### src/rtl/pspin_cfg_pkg.sv
// Shared configuration for the cluster command path: default sizes, the
// command-ID layout and the in-flight counter width helper.
package pspin_cfg_pkg;

  localparam int NUM_HPU_CMDS       = 4;
  localparam int NUM_CMD_INTERFACES = 4;
  localparam int DEF_NUM_CORES      = 8;
  localparam int DEF_CLUSTER_ID_W   = 2;

  // {cluster, core, local} layout for the default cluster size; trackers built
  // with other sizes declare the same field order with their own widths.
  typedef struct packed {
    logic [DEF_CLUSTER_ID_W-1:0]      cluster;
    logic [$clog2(DEF_NUM_CORES)-1:0] core;
    logic [$clog2(NUM_HPU_CMDS)-1:0]  local_id;
  } cmd_id_t;

  // A counter that must reach exactly `credits` needs one more code than credits.
  function automatic int cnt_w(input int credits);
    return $clog2(credits + 1);
  endfunction

endpackage

### src/rtl/pspin_cmd_tracker_if.sv
// Issue/response/completion bundle between the HPU drivers and the command
// slot tracker.
interface pspin_cmd_tracker_if #(
  parameter int NUM_CORES    = 8,
  parameter int NUM_HPU_CMDS = 4,
  parameter int NUM_CMD_INTF = 4,
  parameter int CLUSTER_ID_W = 2
);
  localparam int ID_W = CLUSTER_ID_W + $clog2(NUM_CORES) + $clog2(NUM_HPU_CMDS);

  // Allocation transfers on a cycle where req_valid_i && req_ready_o at the
  // rising clock edge; req_ready_o never looks at req_valid_i. Responses have
  // no ready and are consumed on every cycle resp_valid_i is high.
  logic                            req_valid_i;
  logic                            req_ready_o;
  logic [$clog2(NUM_CORES)-1:0]    req_core_i;
  logic [$clog2(NUM_CMD_INTF)-1:0] req_intf_i;
  logic [ID_W-1:0]                 req_cmd_id_o;
  logic                            resp_valid_i;
  logic [ID_W-1:0]                 resp_cmd_id_i;
  logic [NUM_CORES-1:0]            done_valid_o;
  logic [$clog2(NUM_HPU_CMDS)-1:0] done_local_id_o;

  modport slave (
    input  req_valid_i, req_core_i, req_intf_i, resp_valid_i, resp_cmd_id_i,
    output req_ready_o, req_cmd_id_o, done_valid_o, done_local_id_o
  );

  modport master (
    output req_valid_i, req_core_i, req_intf_i, resp_valid_i, resp_cmd_id_i,
    input  req_ready_o, req_cmd_id_o, done_valid_o, done_local_id_o
  );

endinterface

### src/rtl/pspin_first_free.sv
// Priority encoder over a free-slot mask: lowest set bit wins, empty when no
// bit is set.
module pspin_first_free #(
  parameter int WIDTH = 4
) (
  input  logic [WIDTH-1:0]         free_mask,
  output logic [$clog2(WIDTH)-1:0] idx,
  output logic                     empty
);

  always_comb begin
    idx   = '0;
    empty = 1'b1;
    // Walk downwards so the last hit, the lowest index, is what remains.
    for (int i = WIDTH - 1; i >= 0; i--) begin
      if (free_mask[i]) begin
        idx   = ($clog2(WIDTH))'(i);
        empty = 1'b0;
      end
    end
  end

endmodule

### src/rtl/pspin_cmd_tracker.sv
// Command-slot tracker: hands out per-core local command IDs, enforces a
// per-interface in-flight limit and retires commands on response.
module pspin_cmd_tracker #(
  parameter int NUM_CORES    = 8,
  parameter int NUM_HPU_CMDS = pspin_cfg_pkg::NUM_HPU_CMDS,
  parameter int NUM_CMD_INTF = pspin_cfg_pkg::NUM_CMD_INTERFACES,
  parameter int INTF_CREDITS = 16,
  parameter int CLUSTER_ID_W = 2
) (
  input  logic                                               clk_i,
  input  logic                                               rst_ni,
  input  logic [CLUSTER_ID_W-1:0]                            cluster_id_i,
  pspin_cmd_tracker_if.slave                                 cmd,
  output logic [NUM_CORES-1:0]                               core_busy_o,
  output logic [NUM_CMD_INTF-1:0][$clog2(INTF_CREDITS+1)-1:0] intf_inflight_o,
  output logic                                               err_o,
  input  logic                                               err_clr_i
);
  import pspin_cfg_pkg::cnt_w;

  localparam int CORE_W = $clog2(NUM_CORES);
  localparam int LOC_W  = $clog2(NUM_HPU_CMDS);
  localparam int INTF_W = $clog2(NUM_CMD_INTF);
  localparam int CNT_W  = cnt_w(INTF_CREDITS);
  localparam logic [CNT_W-1:0] CREDITS = CNT_W'(INTF_CREDITS);

  typedef struct packed {
    logic [CLUSTER_ID_W-1:0] cluster;
    logic [CORE_W-1:0]       core;
    logic [LOC_W-1:0]        local_id;
  } id_t;

  logic [NUM_CORES-1:0][NUM_HPU_CMDS-1:0]             slot_valid;
  logic [NUM_CORES-1:0][NUM_HPU_CMDS-1:0][INTF_W-1:0] slot_intf;
  logic [NUM_CMD_INTF-1:0][CNT_W-1:0]                 inflight;
  logic [NUM_CORES-1:0][LOC_W-1:0]                    free_idx;
  logic [NUM_CORES-1:0]                               no_free;
  logic [NUM_CMD_INTF-1:0]                            inc_vec;
  logic [NUM_CMD_INTF-1:0]                            dec_vec;

  id_t               issue_id;
  id_t               resp_id;
  logic              alloc;
  logic              resp_hit;
  logic              resp_miss;
  logic [INTF_W-1:0] resp_intf;
  logic              unused_resp_cluster;

  for (genvar c = 0; c < NUM_CORES; c++) begin : g_free
    pspin_first_free #(.WIDTH(NUM_HPU_CMDS)) u_first_free (
      .free_mask (~slot_valid[c]),
      .idx       (free_idx[c]),
      .empty     (no_free[c])
    );
  end

  assign cmd.req_ready_o = !no_free[cmd.req_core_i] &&
                           (inflight[cmd.req_intf_i] < CREDITS);

  always_comb begin
    issue_id.cluster  = cluster_id_i;
    issue_id.core     = cmd.req_core_i;
    issue_id.local_id = free_idx[cmd.req_core_i];
  end

  assign cmd.req_cmd_id_o = issue_id;
  assign alloc            = cmd.req_valid_i && cmd.req_ready_o;

  // The cluster field of a response is not trusted for routing.
  assign resp_id             = cmd.resp_cmd_id_i;
  assign unused_resp_cluster = ^resp_id.cluster;
  assign resp_hit  = cmd.resp_valid_i &&  slot_valid[resp_id.core][resp_id.local_id];
  assign resp_miss = cmd.resp_valid_i && !slot_valid[resp_id.core][resp_id.local_id];
  assign resp_intf = slot_intf[resp_id.core][resp_id.local_id];

  // Allocation only ever targets a free slot and a hit only a valid one, so
  // the two updates below can never land on the same slot.
  always_ff @(posedge clk_i or negedge rst_ni) begin
    if (!rst_ni) begin
      slot_valid <= '0;
      slot_intf  <= '0;
    end else begin
      if (resp_hit) begin
        slot_valid[resp_id.core][resp_id.local_id] <= 1'b0;
      end
      if (alloc) begin
        slot_valid[cmd.req_core_i][issue_id.local_id] <= 1'b1;
        slot_intf[cmd.req_core_i][issue_id.local_id]  <= cmd.req_intf_i;
      end
    end
  end

  always_comb begin
    inc_vec = '0;
    dec_vec = '0;
    if (alloc) begin
      inc_vec[cmd.req_intf_i] = 1'b1;
    end
    if (resp_hit) begin
      dec_vec[resp_intf] = 1'b1;
    end
  end

  always_ff @(posedge clk_i or negedge rst_ni) begin
    if (!rst_ni) begin
      inflight <= '0;
    end else begin
      for (int i = 0; i < NUM_CMD_INTF; i++) begin
        if (inc_vec[i] && !dec_vec[i]) begin
          inflight[i] <= inflight[i] + CNT_W'(1);
        end else if (dec_vec[i] && !inc_vec[i]) begin
          inflight[i] <= inflight[i] - CNT_W'(1);
        end
      end
    end
  end

  always_ff @(posedge clk_i or negedge rst_ni) begin
    if (!rst_ni) begin
      cmd.done_valid_o    <= '0;
      cmd.done_local_id_o <= '0;
      err_o               <= 1'b0;
    end else begin
      cmd.done_valid_o <= '0;
      if (resp_hit) begin
        cmd.done_valid_o[resp_id.core] <= 1'b1;
        cmd.done_local_id_o            <= resp_id.local_id;
      end
      if (resp_miss) begin
        err_o <= 1'b1;
      end else if (err_clr_i) begin
        err_o <= 1'b0;
      end
    end
  end

  always_comb begin
    core_busy_o = '0;
    for (int c = 0; c < NUM_CORES; c++) begin
      core_busy_o[c] = |slot_valid[c];
    end
  end

  assign intf_inflight_o = inflight;

endmodule

### src/flat_wrapper.sv
// flat-port wrapper written by rule: the top's interface ports become plain ports
module pspin_cmd_tracker_flat import pspin_cfg_pkg::cnt_w;
#(
  parameter int NUM_CORES    = 8,
  parameter int NUM_HPU_CMDS = pspin_cfg_pkg::NUM_HPU_CMDS,
  parameter int NUM_CMD_INTF = pspin_cfg_pkg::NUM_CMD_INTERFACES,
  parameter int INTF_CREDITS = 16,
  parameter int CLUSTER_ID_W = 2
)
  (clk_i, rst_ni, cluster_id_i, core_busy_o, intf_inflight_o, err_o, err_clr_i, cmd_req_valid_i, cmd_req_core_i, cmd_req_intf_i, cmd_resp_valid_i, cmd_resp_cmd_id_i, cmd_req_ready_o, cmd_req_cmd_id_o, cmd_done_valid_o, cmd_done_local_id_o);
  pspin_cmd_tracker_if #(.NUM_CORES(NUM_CORES), .NUM_HPU_CMDS(NUM_HPU_CMDS), .NUM_CMD_INTF(NUM_CMD_INTF), .CLUSTER_ID_W(CLUSTER_ID_W)) cmd_i ();
  input  logic clk_i;
  input  logic rst_ni;
  input  logic [CLUSTER_ID_W-1:0] cluster_id_i;
  output logic [NUM_CORES-1:0] core_busy_o;
  output logic [NUM_CMD_INTF-1:0][$clog2(INTF_CREDITS+1)-1:0] intf_inflight_o;
  output logic err_o;
  input  logic err_clr_i;
  input wire logic [$bits(cmd_i.req_valid_i)-1:0] cmd_req_valid_i;
  input wire logic [$bits(cmd_i.req_core_i)-1:0] cmd_req_core_i;
  input wire logic [$bits(cmd_i.req_intf_i)-1:0] cmd_req_intf_i;
  input wire logic [$bits(cmd_i.resp_valid_i)-1:0] cmd_resp_valid_i;
  input wire logic [$bits(cmd_i.resp_cmd_id_i)-1:0] cmd_resp_cmd_id_i;
  output wire logic [$bits(cmd_i.req_ready_o)-1:0] cmd_req_ready_o;
  output wire logic [$bits(cmd_i.req_cmd_id_o)-1:0] cmd_req_cmd_id_o;
  output wire logic [$bits(cmd_i.done_valid_o)-1:0] cmd_done_valid_o;
  output wire logic [$bits(cmd_i.done_local_id_o)-1:0] cmd_done_local_id_o;
  assign cmd_i.req_valid_i = cmd_req_valid_i;
  assign cmd_i.req_core_i = cmd_req_core_i;
  assign cmd_i.req_intf_i = cmd_req_intf_i;
  assign cmd_i.resp_valid_i = cmd_resp_valid_i;
  assign cmd_i.resp_cmd_id_i = cmd_resp_cmd_id_i;
  assign cmd_req_ready_o = cmd_i.req_ready_o;
  assign cmd_req_cmd_id_o = cmd_i.req_cmd_id_o;
  assign cmd_done_valid_o = cmd_i.done_valid_o;
  assign cmd_done_local_id_o = cmd_i.done_local_id_o;
  pspin_cmd_tracker #(.NUM_CORES(NUM_CORES), .NUM_HPU_CMDS(NUM_HPU_CMDS), .NUM_CMD_INTF(NUM_CMD_INTF), .INTF_CREDITS(INTF_CREDITS), .CLUSTER_ID_W(CLUSTER_ID_W)) u_core (.clk_i(clk_i), .rst_ni(rst_ni), .cluster_id_i(cluster_id_i), .cmd(cmd_i), .core_busy_o(core_busy_o), .intf_inflight_o(intf_inflight_o), .err_o(err_o), .err_clr_i(err_clr_i));
endmodule
### config.mk
export PLATFORM = sky130hd
export DESIGN_NAME = pspin_cmd_tracker_flat
export DESIGN_NICKNAME = d
export VERILOG_FILES = /design/src/rtl/pspin_cfg_pkg.sv /design/src/rtl/pspin_cmd_tracker_if.sv /design/src/rtl/pspin_first_free.sv /design/src/rtl/pspin_cmd_tracker.sv /design/src/flat_wrapper.sv
export SDC_FILE = /design/constraint.sdc
export NUM_CORES = 1
export LEC_CHECK = 0
export ABC_AREA = 1
export CAP_MARGIN = 15
export CORE_UTILIZATION = 54
export DETAILED_ROUTE_END_ITERATION = 10
export GPL_ROUTABILITY_DRIVEN = 0
export PLACE_DENSITY = 0.79
export SYNTH_ARGS = -nofsm -noshare
export SYNTH_HDL_FRONTEND = slang
export SYNTH_SLANG_ARGS = --single-unit
### constraint.sdc
create_clock -name clk_i -period 3.1 [get_ports clk_i]
set_clock_uncertainty 0.2 [all_clocks]
set_input_delay 0.465 -clock clk_i [delete_from_list [all_inputs] [get_ports clk_i]]
set_output_delay 0.465 -clock clk_i [all_outputs]
set_load 0.05 [all_outputs]
======== Word-level counts from Yosys, hierarchy flattened ========
Cells that the tools add are included.
storage, ports and cells
  register bits after elaboration ......... 127
  output and inout port bits .............. 47
  logic and storage cells ................. 232
cells by class
  add/subtract/negate cells ............... 8
  reductions and logical operators ........ 41
  $lt $le $gt $ge ......................... 13
  multiplexer cells ....................... 112
  bitwise gates (word level) .............. 11
operators by type and width
  cell                                                 count
  two-way mux 2 bit                                    35
  bitwise mux 64 bit                                   1
  two-way mux 32 bit                                   2
  two-way mux 5 bit                                    9
  two-way mux 1 bit                                    41
  bitwise AND 32 bit                                   1
  inverter 32 bit                                      1
  inverter 4 bit                                       8
  bitwise OR 32 bit                                    1
  OR reduction 4 bit                                   8
  binary-select mux 8 bit (select 3 bit)               1
  demux 4 bit (select 3 bit)                           2
  demux 8 bit (select 3 bit)                           1
  two-way mux 8 bit                                    3
  adder 5 x 1 -> 5 bit (second input constant)         4
  two-way mux 4 bit                                    5
  subtractor 5 x 1 -> 5 bit (second input constant)    4
  logical AND 1 bit                                    18
  binary-select mux 4 bit (select 3 bit)               1
  < comparator 2 x 3 -> 1 bit (second input constant)  4
  binary-select mux 5 bit (select 2 bit)               1
  logical NOT 1 bit                                    10
  nonzero test 2 bit                                   5
  demux 1 bit (select 2 bit)                           4
  10 further kinds                                     15

======== Logic depth before layout (Yosys ltp) ========
Gate-level depths: netlist (run 1).
  depth in word-level cells ............... 15
  depth in mapped cells ................... 25

======== Cells and area by module ========
A second synthesis (run 1) with hierarchy kept.
unflattened totals
  cells, all modules ...................... 1168
  area, all modules ....................... 7991.4 µm²
by module, submodules not included
  module             area each (µm²)  instances  cells each
  pspin_cmd_tracker  7711.1           1          1104
  pspin_first_free   35.0             8          8

======== Worst setup path before layout (run 1) ========
No wires, ideal clock.
  path kind ............................... flip-flop to flip-flop
  start point ............................. register u_core.inflight (netlist bit u_core.intf_inflight_o[9])
  end point ............................... register u_core.inflight (netlist bit u_core.intf_inflight_o[19])
  setup time .............................. 144 ps
  period minus slack after synthesis ...... 3680 ps
  stages on the path, launching flop included .. 20
  setup slack ............................. -580 ps
  path buffers ............................ 2
  arrival time ............................ 3336 ps
  cell sequence ........................... dfrtp_1 nand3_1 nand2_1 a21oi_1 nand2_1 nor2_2 nand2_2 buf_4 buf_4 nor3_1 ha_1 inv_1 ha_1 nand2_1 nor2_1 a211oi_1 nand2_1 nand2_1 nor2_1 xor2_1
between the ends
  longest elaborated chain between the ends .. 9
ends and longest elaborated chain
  what                                       RTL line                  text
  start, declared                            pspin_cmd_tracker.sv:35   logic [NUM_CMD_INTF-1:0][CNT_W-1:0] inflight;
  start signal, assigned by index            pspin_cmd_tracker.sv:110  inflight[i] <= inflight[i] + CNT_W'(1);
  start signal, assigned by index            pspin_cmd_tracker.sv:112  inflight[i] <= inflight[i] - CNT_W'(1);
  binary-select mux 5 bit (select 2 bit) *   pspin_cmd_tracker.sv:58   (inflight[cmd.req_intf_i] < CREDITS);
  two-way mux 5 bit (not written as such) *  pspin_cmd_tracker.sv:58
  < comparator 5 bit *                       pspin_cmd_tracker.sv:58
  logical AND 1 bit *                        pspin_cmd_tracker.sv:57   assign cmd.req_ready_o = !no_free[cmd.req_core_i] &&
  named net cmd_req_ready_o                  flat_wrapper.sv:24        output wire logic [$bits(cmd_i.req_ready_o)-1:0] cmd_req_ready_o;
  logical AND 1 bit *                        pspin_cmd_tracker.sv:67   assign alloc = cmd.req_valid_i && cmd.req_ready_o;
  two-way mux 4 bit *                        pspin_cmd_tracker.sv:96   if (alloc) begin
  logical NOT 1 bit                          pspin_cmd_tracker.sv:111  end else if (dec_vec[i] && !inc_vec[i]) begin
  logical AND 1 bit                          pspin_cmd_tracker.sv:111
  nonzero test 2 bit (no source line)        -
The timed path passes the listed nets; every way through them passes the cells marked *. The select of a mux whose other input is x is not followed.
A chain may end at the register's enable or synchronous reset.

======== Worst setup path in the final report (run 1) ========
  start point ............................. register u_core.slot_valid[18] (netlist bit)
  end point ............................... register u_core.inflight (netlist bit u_core.intf_inflight_o[14])
between the ends
  longest elaborated chain between the ends .. 13
ends and longest elaborated chain
  what                                     RTL line                  text
  start, declared                          pspin_cmd_tracker.sv:33   logic [NUM_CORES-1:0][NUM_HPU_CMDS-1:0] slot_valid;
  start signal, assigned                   pspin_cmd_tracker.sv:80   slot_valid <= '0;
  start signal, assigned by index          pspin_cmd_tracker.sv:84   slot_valid[resp_id.core][resp_id.local_id] <= 1'b0;
  start signal, assigned by index          pspin_cmd_tracker.sv:87   slot_valid[cmd.req_core_i][issue_id.local_id] <= 1'b1;
  inverter 4 bit                           pspin_cmd_tracker.sv:51   .free_mask (~slot_valid[c]),
  two-way mux 1 bit (3 in a row)           pspin_first_free.sv:16    if (free_mask[i]) begin
  binary-select mux 1 bit (select 3 bit)   pspin_cmd_tracker.sv:57
  two-way mux 1 bit (not written as such)  pspin_cmd_tracker.sv:57
  logical NOT 1 bit                        pspin_cmd_tracker.sv:57
  logical AND 1 bit                        pspin_cmd_tracker.sv:57
  logical AND 1 bit                        pspin_cmd_tracker.sv:67
  two-way mux 4 bit                        pspin_cmd_tracker.sv:96
  logical NOT 1 bit                        pspin_cmd_tracker.sv:111
  logical AND 1 bit                        pspin_cmd_tracker.sv:111
  nonzero test 2 bit (no source line)      -
Parallel ways exist; a longest one is shown, timed or not. The select of a mux whose other input is x is not followed.

==> results of run 1 <==
==> critical path, stage by stage, from the launching register on <==
cell and delay [ns]:
dfrtp_1 0.43, nand2_1 0.12, inv_1 0.05, nand3_1 0.07
nand2_1 0.07, nand2_2 0.10, nand3_4 0.13, nor2_4 0.16
nand2_4 0.10, buf_12 0.16, nor3_4 0.13, ha_4 0.18
inv_4 0.06, ha_4 0.21, a21o_1 0.20, a31oi_4 0.16
nor2_2 0.06, nor2_2 0.15, xor2_1 0.21
==> state kept, by name, summed over array words and instances (netlist names) <==
register / flops
u_core.slot_valid: 32
u_core.cmd.done_local_id_o: 2
u_core.slot_intf: 64
u_core.intf_inflight_o: 20
u_core.err_o: 1
u_core.cmd.done_valid_o: 8
==> metal layers <==
layer / track usage [%] / part of all wire [%]
met1: 43.4 / 39
met2: 52.2 / 47
met3: 6.62 / 9.5
met4: 17.2 / 4.1
met5: 0 / 0
==> synth_stat cells <==
cell,n
buf_2,24
nand4_1,10
buf_1,1
buf_4,17
nand2_2,4
nor2_1,95
fa_1,4
nand2_1,416
inv_2,5
clkbuf_1,19
a31oi_1,7
nor3_4,1
o21ai_1,2
buf_6,1
inv_1,112
dfrtp_1,127
o21ai_0,59
a21oi_1,53
xnor2_1,4
or2_2,4
nor3_1,10
xor2_1,4
nor2_2,2
o21bai_1,16
nand3_2,1
a211oi_1,1
nand3_1,183
a21o_1,6
ha_1,16
==> cells in the final DEF (no fill, tap or decap), drive strengths merged <==
cell             n
nor3            11
a21o             6
a211oi           1
dlygate4sd3      1
xor2             4
o21bai          16
fa               4
nor2            97
o21ai           61
ha              16
dfrtp          127
buf            116
clkbuf          25
or2              4
nand3          184
clkinv           4
diode            1
dlygate4sd2      2
clkinvlp         2
xnor2            4
inv            117
bufinv           3
nand2          420
nand4           10
a21oi           53
dlymetal6s2s     5
clkdlybuf4s50   44
a31oi            7
==> area by class of cell <==
class                      count  area [um^2]
timing repair buffer         170         1570
multi-input combinational    898         4460
clock inverter                 9          129
inverter                     117          449
antenna                        1         2.50
sequential                   127         3180
fill                        1117         4060
tap                          184          230
clock buffer                  23          508
==> cell families (layout without fill, tap and decap cells) <==
group / count (synthesis) / after routing / synth area share [%]
compound gates: 144 / 144 / 9.69
xor+xnor: 8 / 8 / 0.862
fa+ha+maj: 20 / 20 / 3.45
buf+inv: 179 / 319 / 9.52
flops: 127 / 127 / 39.1
other cells: 0 / 1 / 0
simple gates: 726 / 726 / 37.4
==> per-stage QoR <==
| step | instances | hold WS (ns) | power, mW | setup TNS (ns) | area [um^2] |
|---|---|---|---|---|---|
| detailed placement | 1482 | 0.227 | 7.21 | -9.12 | 9610 |
| global placement | 1482 | 0.225 | 7.12 | -6.50 | 9610 |
| CTS | 1517 | 0.274 | 9.44 | 0 | 10300 |
| finish | 1529 | 0.251 | 9.68 | 0 | 10500 |
| floorplan | 1204 | -0.0306 | 5.68 | -0.599 | 8270 |
| global route | 1528 | 0.272 | 10.2 | -0.275 | 10500 |
==> what timing repair did <==
action / 4_1_cts / 5_1_grt
setup buffers: 2 / 11
hold buffers: 1 / 0
endpoints found under the hold margin: 27 / 0
pin swaps: 5 / 17
gates cloned: 0 / 0
setup endpoints to repair: 10 / 9
resized for setup: 14 / 59
==> power breakdown <==
part           total, mW  switching, mW  leakage, nW  internal [mW]
combinational       4.71           2.95         3.56           1.76
sequential          2.83          0.546         1.58           2.28
clock               2.14          0.746        0.311           1.39
==> worst max path at each step <==
| stage | end | slack (ns) | cells after the start |
|---|---|---|---|
| 2_1_floorplan | u_core.intf_inflight_o[9]$_DFFE_PN0P_ | -0.12 | 21 |
| 3_3_place_gp | u_core.intf_inflight_o[4]$_DFFE_PN0P_ | -0.57 | 19 |
| 3_5_place_dp | u_core.intf_inflight_o[14]$_DFFE_PN0P_ | -0.74 | 20 |
| 4_1_cts | u_core.intf_inflight_o[4]$_DFFE_PN0P_ | 0.009 | 18 |
| 5_1_grt | u_core.intf_inflight_o[14]$_DFFE_PN0P_ | -0.07 | 18 |
| 6_report | u_core.intf_inflight_o[14]$_DFFE_PN0P_ | 0.04 | 18 |
==> out/metrics.yaml, run 1 <==
run_status:
  status: "finished, final reports clean"
finish:
  drive_gt1_share_pct: 17.5
  fin_util_pct: 72.2
  area_growth_pct: 29.7
  nets: 1370
clocking:
  ctsLongestPathBuffers: 2
  clock_sinks: 127
  clk-insertion-delay-late_ns: 0.42
  cts_tree: "done"
  htree_levels: 4
  root_buffer: "clkbuf_16"
  cts_buffers: 17
  cts.clk_slew.worst_paths_ns: 0.06
floorplanning:
  core_area_um2: 14600
  die_x_um: 125
  initial_core_util_pct: 55.7
  rows: 44
  ios: 66
  die_y_um: 125
  die_area_um2: 15500
detailed_routing:
  wl_um: 25700
  post_drt_wl_per_cell_um: 16.8
  ant_nets: 0
  viasPerCell: 5.78
  detail_route.drc_violations: 0
  dr.pass1.iters: 8
  vias: 8836
  drt_iter0_markers: 1253
worst_hold_path:
  min_from: "cmd_resp_cmd_id_i[1]"
  whs_path_depth: 3
  hold_end: "u_core.cmd.done_local_id_o[1]$_DFFE_PN0P_"
  min_path_type: "in2reg"
timing:
  fmaxAchievable_mhz: 327
  slew_violations: 0
  fin_crit_ns: 3.06
  finalCritPeriodShare_pct: 98.7
  relSlewSlack_pct: 45.6
  setup_ws_ns: 0.0409
  setup-violations-final: 0
  tightest_slew_ns: 0.812
  finalHoldViolations: 0
  rsz0062_at_grt: "yes"
global_route:
  grt_max_degree: 83
  first_global_vias: 8360
  grt_first_pass_wirelength_um: 41100
  grt_usage_pct: 33.2
  antenna_found_initial: 0
  grt-ovfl-total: 0
pwr:
  peakVddDrop_uv: 700
  leakagePower_nw: 5.45
  power.density_nw_per_um2: 919
place:
  hpwl_um: 17300
  port_buffers: 59
  pre_cts_ws_ns: -0.743
worst_setup_path:
  r2r_cells: 18
  path_class: "reg2reg"
  end_kind: "register"
  crit_fanout: 6
  worstSetupStartpoint: "u_core.slot_valid[18]$_DFF_PN0_"
  r2r_setup_slack_ns: 0.04
  worstPathArrival_ns: 3.19
  r2r-end: "u_core.intf_inflight_o[14]$_DFFE_PN0P_"
  regToRegStartpoint: "u_core.slot_valid[18]$_DFF_PN0_"
  worstPathRequired_ns: 3.23
  startpoint_type: "register"
synthesis:
  synth_cells: 1204
  syn_nets: 1243
  synth_area_leader_cell: "dfrtp_1"
  netlist_top_cells_area: "dfrtp_1, nand2_1, nand3_1"
  synth.cell_area_um2: 8120
  synth_top_area_share_pct: 39.1
  ys_seq_elements: 127
  syn_area_per_cell_um2: 6.75
  synth_cell_types: 29
  seq_area_frac_synth_pct: 39.1
  yosys_warnings: 0
job:
  cap_violations: 0
Note: power is estimated with default switching activity, not from simulation.
==> run 2, diff against run 1 <==
- SKIP_LAST_GASP: default -> 1
==> run 2 against run 1 <==
  * Clock-buffer cell count did not move
  * Global-route usage unchanged
  * Fmax grew 0.36%
  * Non-clock buffer count unchanged
  * Clock power about the same
  * Die area did not move
  * Core utilization barely moved
  * Wire length rose by 0.13%
  * Critical path depth unchanged
  * Combinational power about the same
  * Total power is essentially flat
  * Sequential share of layout area about the same
  * Critical endpoint unchanged
  * Largest power group unchanged
==> out/metrics.yaml, run 2 (same netlist as run 1, synthesis figures left out) <==
run_status:
  status: "finished, final reports clean"  # unchanged
detailed_routing:
  dr.pass1.iters: 7  # was 8
  ant_nets: 0  # unchanged
  drt_iter0_markers: 1258  # was 1253
  detail_route.drc_violations: 0  # unchanged
  post_drt_wl_per_cell_um: 16.8  # about the same
  viasPerCell: 5.83  # was 5.78
  wl_met3_um: 2330  # was 2450 um
  vias: 8914  # was 8836
  wl_met2_um: 12100  # about the same
  wl_um: 25700  # about the same
  topRoutingLayerUsed: "met4"  # unchanged
  wl_met1_um: 10100  # was 10000 um
finish:
  nets: 1370  # unchanged
  largest-register: "u_core.slot_intf"  # unchanged
  multiInputGateArea_um2: 4460  # about the same
  largest_reg_flops: 64  # unchanged
  fillers: 1120  # was 1117
  antenna_cells: 0  # was 1
  drive_gt1_share_pct: 17.4  # was 17.5%
  register_area_um2: 3180  # unchanged
  area_growth_pct: 29.6  # was 29.7%
  fin_util_pct: 72.2  # about the same
  mostFrequentLayoutCells: "nand2_1, nand3_1, dfrtp_1"  # unchanged
  layout_commonest_cell: "nand2_1"  # unchanged
timing:
  setup-violations-final: 0  # unchanged
  rsz0062_at_grt: "yes"  # unchanged
  fmaxAchievable_mhz: 328  # was 327 MHz
  fin_crit_ns: 3.05  # was 3.06 ns
  holdWs_ns: 0.249  # was 0.251 ns
  setup_tns_ns: 0  # unchanged
  finalCritPeriodShare_pct: 98.3  # was 98.7%
  tightest_slew_ns: 0.812  # about the same
  finalHoldViolations: 0  # unchanged
  relSlewSlack_pct: 45.6  # about the same
  setup_ws_ns: 0.0519  # was 0.0409 ns
  slew_violations: 0  # unchanged
floorplanning:
  core_area_um2: 14600  # unchanged
  die_x_um: 125  # unchanged
  ios: 66  # unchanged
  die_y_um: 125  # unchanged
  initial_core_util_pct: 55.7  # unchanged
  rows: 44  # unchanged
  die_area_um2: 15500  # unchanged
worst_setup_path:
  startpoint_type: "register"  # unchanged
  crit_fanout: 6  # unchanged
  max_stage_delay_ns: 0.42  # was 0.43 ns
  path_cells: "nand2_1 > inv_1 > nand3_1 > nand2_1 > nand2_2 > nand3_4 > nor2_4 > nand2_4 > buf_12 > nor3_4 > ha_4 > inv_4 > ha_4 > a21o_1 > a31oi_4 > nor2_2 > nor2_2 > xor2_1"  # unchanged
  worstPathArrival_ns: 3.17  # was 3.19 ns
  path_class: "reg2reg"  # unchanged
  worstPathRequired_ns: 3.22  # was 3.23 ns
  end_kind: "register"  # unchanged
  critPathSlowestCell: "dfrtp_1"  # unchanged
pwr:
  leakagePower_nw: 5.45  # about the same
  power.density_nw_per_um2: 919  # about the same
  total_power_mw: 9.68  # about the same
  peakVddDrop_uv: 700  # about the same
place:
  hpwl_um: 17300  # unchanged
  pre_cts_ws_ns: -0.743  # unchanged
  port_buffers: 59  # unchanged
clocking:
  cts.clk_slew.worst_paths_ns: 0.06  # about the same
  htree_levels: 4  # unchanged
  ctsLongestPathBuffers: 2  # unchanged
  cts_tree: "done"  # unchanged
  clock_sinks: 127  # unchanged
  root_buffer: "clkbuf_16"  # unchanged
  clk-insertion-delay-late_ns: 0.42  # about the same
  cts_buffers: 17  # unchanged
job:
  cap_violations: 0  # unchanged
global_route:
  grt_max_degree: 83  # unchanged
  first_global_vias: 8360  # unchanged
  antenna_found_initial: 0  # unchanged
  grt_first_pass_wirelength_um: 41100  # unchanged
  grt_usage_pct: 33.2  # unchanged
  grt-ovfl-total: 0  # unchanged
worst_hold_path:
  min_path_type: "in2reg"  # unchanged
## run 2: worst paths after layout
check	cells past startpoint	endpoint	slack, ns	start
min in group asynchronous	2	u_core.slot_valid[23]$_DFF_PN0_	0.32	rst_ni
worst min register to register	2	u_core.slot_intf[32]$_DFFE_PN0P_	0.27	u_core.slot_intf[32]$_DFFE_PN0P_
worst max register to register	18	u_core.intf_inflight_o[14]$_DFFE_PN0P_	0.05	u_core.slot_valid[18]$_DFF_PN0_
max in group asynchronous	3	u_core.intf_inflight_o[7]$_DFFE_PN0P_	1.65	rst_ni
worst min-delay path	3	u_core.cmd.done_local_id_o[1]$_DFFE_PN0P_	0.25	cmd_resp_cmd_id_i[1]
worst max-delay path	18	u_core.intf_inflight_o[14]$_DFFE_PN0P_	0.05	u_core.slot_valid[18]$_DFF_PN0_
## run 2: worst max-delay path, delay by kind of cell, from the launching register on
kind / cells / cell delay (ns)
AO/OA/AOI/OAI: 2 / 0.37
AND/OR/NAND/NOR: 10 / 1.08
XOR/XNOR: 1 / 0.22
buffers and inverters: 3 / 0.27
flip-flops: 1 / 0.42
adder cells (fa/ha/maj): 2 / 0.39
## run 2: per-layer routing
layer | vias up | global-route usage [%]
met3 | 130 | 6.62
met2 | 543 | 52.2
met4 | 0 | 17.2
li1 | 4118 | -
met1 | 4123 | 43.4
met5 | - | 0
## run 2: layout make-up
class                   count  area share [%]
multi-input cells         898            42.4
well taps                 184            2.19
repair buffers            170            14.9
clock inverters             9            1.22
flip-flops and latches    127            30.2
clock buffers              23            4.82
inverters                 117            4.27
## run 2: what timing repair did
item                                    4_1_cts  5_1_grt
cloned                                        0        0
pin swaps                                     5       16
endpoints found under the setup margin       10        9
hold endpoints to repair                     27        0
setup buffers                                 2       11
resized for setup                            14       57
hold buffers                                  1        0
## run 2: through the flow
step	instances	area (um^2)
after floorplan	1204	8270
after global placement	1482	9610
after detailed placement	1482	9610
after CTS	1517	10300
after global routing	1528	10500
final	1528	10500
## run 2: power by group
part	leakage [nW]	internal (mW)	switching (mW)
registers	1.58	2.28	0.547
clock network	0.311	1.39	0.752
logic	3.56	1.76	2.95
total	5.45	5.43	4.25
